File: src/rtl/alu_load_sequencer.sv
// Operand/opcode loader for an ALU: debounced push buttons step a small FSM
// that latches the switch values into operand A, operand B and the opcode.
module alu_load_sequencer #(
   parameter int NB_DATA     = 8,
   parameter int NB_OP       = 6,
   parameter int DBNC_CYCLES = 1000000
) (
   input  logic               clk,
   input  logic               i_rst_n,
   input  logic [2:0]         i_btn,
   input  logic [NB_DATA-1:0] i_sw_data,
   input  logic [NB_OP-1:0]   i_sw_op,
   output logic [NB_DATA-1:0] o_data_a,
   output logic [NB_DATA-1:0] o_data_b,
   output logic [NB_OP-1:0]   o_op,
   output logic [1:0]         o_state,
   output logic               o_ready,
   output logic               o_load
);

   localparam int CNT_W = 24;
   localparam logic [CNT_W-1:0] CNT_LAST = CNT_W'(DBNC_CYCLES - 1);

   typedef enum logic [1:0] {
      WAIT_A  = 2'b00,
      WAIT_B  = 2'b01,
      WAIT_OP = 2'b10,
      DONE    = 2'b11
   } state_t;

   logic [2:0]       sync_a;
   logic [2:0]       sync_b;
   logic [2:0]       level;
   logic [2:0]       level_d;
   logic [CNT_W-1:0] cnt [3];
   logic [2:0]       strobe;

   state_t state;
   state_t next_state;
   logic   load_a;
   logic   load_b;
   logic   load_op;

   // Synchronize, then debounce: a level flips only after DBNC_CYCLES
   // consecutive samples disagree with it; any agreeing sample restarts.
   always_ff @(posedge clk or negedge i_rst_n) begin
      if (!i_rst_n) begin
         sync_a  <= '0;
         sync_b  <= '0;
         level   <= '0;
         level_d <= '0;
         for (int i = 0; i < 3; i++) cnt[i] <= '0;
      end else begin
         sync_a  <= i_btn;
         sync_b  <= sync_a;
         level_d <= level;
         for (int i = 0; i < 3; i++) begin
            if (sync_b[i] != level[i]) begin
               if (cnt[i] == CNT_LAST) begin
                  level[i] <= ~level[i];
                  cnt[i]   <= '0;
               end else begin
                  cnt[i] <= cnt[i] + 1'b1;
               end
            end else begin
               cnt[i] <= '0;
            end
         end
      end
   end

   // Combinational strobe so the load lands one edge after the level rises.
   assign strobe = level & ~level_d;

   always_comb begin
      next_state = state;
      load_a     = 1'b0;
      load_b     = 1'b0;
      load_op    = 1'b0;
      case (state)
         WAIT_A: begin
            if (strobe[0]) begin
               load_a     = 1'b1;
               next_state = WAIT_B;
            end
         end
         WAIT_B: begin
            if (strobe[1]) begin
               load_b     = 1'b1;
               next_state = WAIT_OP;
            end
         end
         WAIT_OP: begin
            if (strobe[2]) begin
               load_op    = 1'b1;
               next_state = DONE;
            end
         end
         DONE: begin
            // Lower button index wins; losing strobes are dropped.
            if (strobe[0])      load_a  = 1'b1;
            else if (strobe[1]) load_b  = 1'b1;
            else if (strobe[2]) load_op = 1'b1;
         end
         default: next_state = WAIT_A;
      endcase
   end

   always_ff @(posedge clk or negedge i_rst_n) begin
      if (!i_rst_n) begin
         state    <= WAIT_A;
         o_data_a <= '0;
         o_data_b <= '0;
         o_op     <= '0;
         o_ready  <= 1'b0;
         o_load   <= 1'b0;
      end else begin
         state   <= next_state;
         o_ready <= (next_state == DONE);
         o_load  <= load_a | load_b | load_op;
         if (load_a)  o_data_a <= i_sw_data;
         if (load_b)  o_data_b <= i_sw_data;
         if (load_op) o_op     <= i_sw_op;
      end
   end

   assign o_state = state;

endmodule

File: config.mk
export PLATFORM = sky130hd
export DESIGN_NAME = alu_load_sequencer
export DESIGN_NICKNAME = d
export VERILOG_FILES = /design/src/rtl/alu_load_sequencer.sv
export SDC_FILE = /design/constraint.sdc
export NUM_CORES = 1
export LEC_CHECK = 0
export BUFFER_PORTS_ARGS = -buffer_cell sky130_fd_sc_hd__buf_2
export CAP_MARGIN = 5
export CORE_UTILIZATION = 59
export DETAILED_ROUTE_END_ITERATION = 8
export GPL_TIMING_DRIVEN = 0
export PLACE_DENSITY = 0.79
export SLEW_MARGIN = 30
export SYNTH_ARGS = -nofsm -noshare
export SYNTH_HDL_FRONTEND = slang
export SYNTH_SLANG_ARGS = --single-unit
File: constraint.sdc
create_clock -name clk -period 2.49 [get_ports clk]
set_clock_uncertainty 0.05 [all_clocks]
set_input_delay 0.249 -clock clk [delete_from_list [all_inputs] [get_ports clk]]
set_output_delay 0.249 -clock clk [all_outputs]
set_load 0.1 [all_outputs]
==> out/results.tsv <==
metric	value	unit
status	finished, final reports clean	
final_common_cell	dfrtp_1	
portBuffers	44	
core_area	8299	µm²
nNetsFinal	570	
dpl_cell_area	5505	µm²
yosysTopAreaCell	dfrtp_1	
grt_pass1_wl	16900	µm
ir_drop	0.3446	mV
async_reset_ff_frac	1.000	
worstPathRequired	2.74	ns
die_w	95.16	µm
fin_crit_sh	0.9122	
dr_total_vias	3828	
path_clk_slew	0.10	ns
max_slew_margin	0.4888	
gp_congestion	0.7966	
cts_tree	yes	
synth.cell_area	5120	µm²
top_level_ports	45	
worstSkewPairLatency	0.37	ns
dp.final_hpwl	7032	µm
worstPathArrival	2.52	ns
synth_top_area_frac	0.5376	
hold_viol	0	
initial_core_util	0.6169	
design_area	5767	µm²
startpoint_type	flip-flop	
holdWs	0.05183	ns
antennaDiodeCount	0	
rsz0062_at_grt	no	
worst_slew_pin_slew	0.7640	ns
synth.distinct_cells	42	
syn-num-nets	508	
setup_viol	0	
endpoint_kind	flip-flop	
static-leakage-power	2.537	nW
drv_cap	0	
antenna_found_initial	0	
overflow	0	
drive_above_1_share	0.1788	
wire_per_inst	15.23	µm
cts-buffers-inserted	9	
p_per_area	508.2	nW/µm²
drt_first_iter_violations	153	
cts_buffer_depth	2	
via_per_inst	5.862	
cp_max_fo	10	
fp.dieH	95.16	µm
dieArea	9054	µm²
slew_viol_final	0	
holdCritPathClass	input port to flip-flop	
clkSinkCount	110	
grt_pass1_vias	3784	
yosys_register_bits	110	
wl	9943	µm
final_cell_mix	dfrtp_1, nor2_1, buf_2, a21oi_1, mux2_2	
fin_crit	2.271	ns
synth_area_per_cell	10.64	µm²
synth_edf_count	0	
yosysWarnings	0	
drc_errors	0	
fill_cells	641	
root_buffer	clkbuf_8	
ant_nets	0	
area_growth	12.63	%
h-tree-depth	3	
syn_inst	481	
fmax	0.4403	GHz
synth_seq_area_share	0.5376	
rows	33	
netlist_top_cells_area	dfrtp_1, mux2_2, nor2_1	
track_usage	0.2409	
ys.flop_type	dfrtp_1	
dr.pass1.iters	4	
grt_max_degree	71	
path_class	flip-flop to flip-flop	
==> synthesized netlist by cell type, types with 2 or more instances <==
library cell / count
nand3_1: 22
nor4b_1: 3
o41ai_2: 2
o21ai_0: 18
nand2b_1: 3
mux2_2: 25
nand4_1: 22
nand2_1: 24
nor2_1: 50
a21oi_1: 31
o31ai_1: 11
nor3_1: 6
and3_1: 5
and4_1: 7
nor4_1: 13
dfrtp_1: 110
ha_1: 8
buf_2: 3
clkbuf_1: 13
xnor2_1: 19
or4_1: 15
or3_1: 16
and2_1: 2
xor2_1: 21
inv_1: 15
==> flip-flops by register name (all words and copies together) (netlist names) <==
| register | flops |
|---|---|
| o_ready | 1 |
| o_load | 1 |
| sync_a | 3 |
| level_d | 3 |
| o_data_b | 8 |
| o_op | 6 |
| o_data_a | 8 |
| sync_b | 3 |
| level | 3 |
| cnt | 72 |
| o_state | 2 |
==> what timing repair did <==
action	in CTS	in global routing
pin swaps	0	1
hold buffers	4	0
hold endpoints to repair	43	0
gates cloned	0	0
buffers inserted	0	2
endpoints found under the setup margin	20	28
resized for setup	2	1
==> report_power, final <==
group	switching [mW]	internal, mW	total (mW)
logic	0.0713	0.0393	0.111
clock network	0.621	0.382	1.00
registers	0.0150	1.80	1.82
==> stage by stage <==
step,instances,power (mW),setup WS [ns],TNS [ns],utilization
2_1_floorplan,481,1.886,0.03552,0,-
3_3_place_gp,630,1.946,-0.08044,-8.170,0.6593
3_5_place_dp,631,1.957,-0.1215,-1.104,0.6634
4_1_cts,651,2.970,0.1072,0,0.6917
5_1_grt,653,3.056,0.06689,0,0.6949
6_report,653,2.930,0.2187,0,0.6949
==> worst max-delay path: stages (launching register included) <==
cell and delay [ns]:
dfrtp_1 0.43, ha_1 0.25, nand2_1 0.15, or4_4 0.56
buf_6 0.16, or4_1 0.46, a21oi_1 0.15
==> cell families after synthesis <==
| kind of cell | Yosys count | share of synthesized area |
|---|---|---|
| compound gates | 69 | 0.08114 |
| mux | 25 | 0.05499 |
| flops | 110 | 0.5376 |
| buf+inv | 32 | 0.02566 |
| simple gates | 197 | 0.2126 |
| xor+xnor | 40 | 0.06843 |
| fa+ha+maj | 8 | 0.01955 |
==> path summary, 6_finish.rpt <==
check | slack, ns | endpoint | startpoint | cells after the start
worst max-delay path | 0.22 | cnt[42] | cnt[24] | 6
worst min-delay path | 0.05 | o_op[2] | i_sw_op[2] | 2
worst max register to register | 0.22 | cnt[42] | cnt[24] | 6
worst min register to register | 0.31 | sync_b[0] | sync_a[0] | 0
max in group asynchronous | 1.46 | cnt[43] | i_rst_n | 3
min in group asynchronous | 0.29 | cnt[69] | i_rst_n | 2
==> layout make-up <==
type	count	area, µm²	area share
Buffer	17	76.32	0.01323
Clock buffer	10	127.6	0.02213
Clock inverter	6	55.05	0.009547
Inverter	15	56.30	0.009764
Multi-Input combinational cell	339	2258	0.3916
Sequential cell	110	2753	0.4773
Tap cell	105	131.4	0.02278
Timing Repair Buffer	51	309.0	0.05359
==> metal layers <==
| layer | vias up | share of wire | GRT usage |
|---|---|---|---|
| met1 | 1888 | 0.46 | 0.3088 |
| met2 | 69 | 0.50 | 0.3994 |
| met4 | 0 | 0.010 | 0.08333 |
| met3 | 7 | 0.030 | 0.05821 |
| li1 | 1864 | - | - |
| met5 | - | 0 | 0 |
Note: power is estimated with default switching activity, not from simulation.
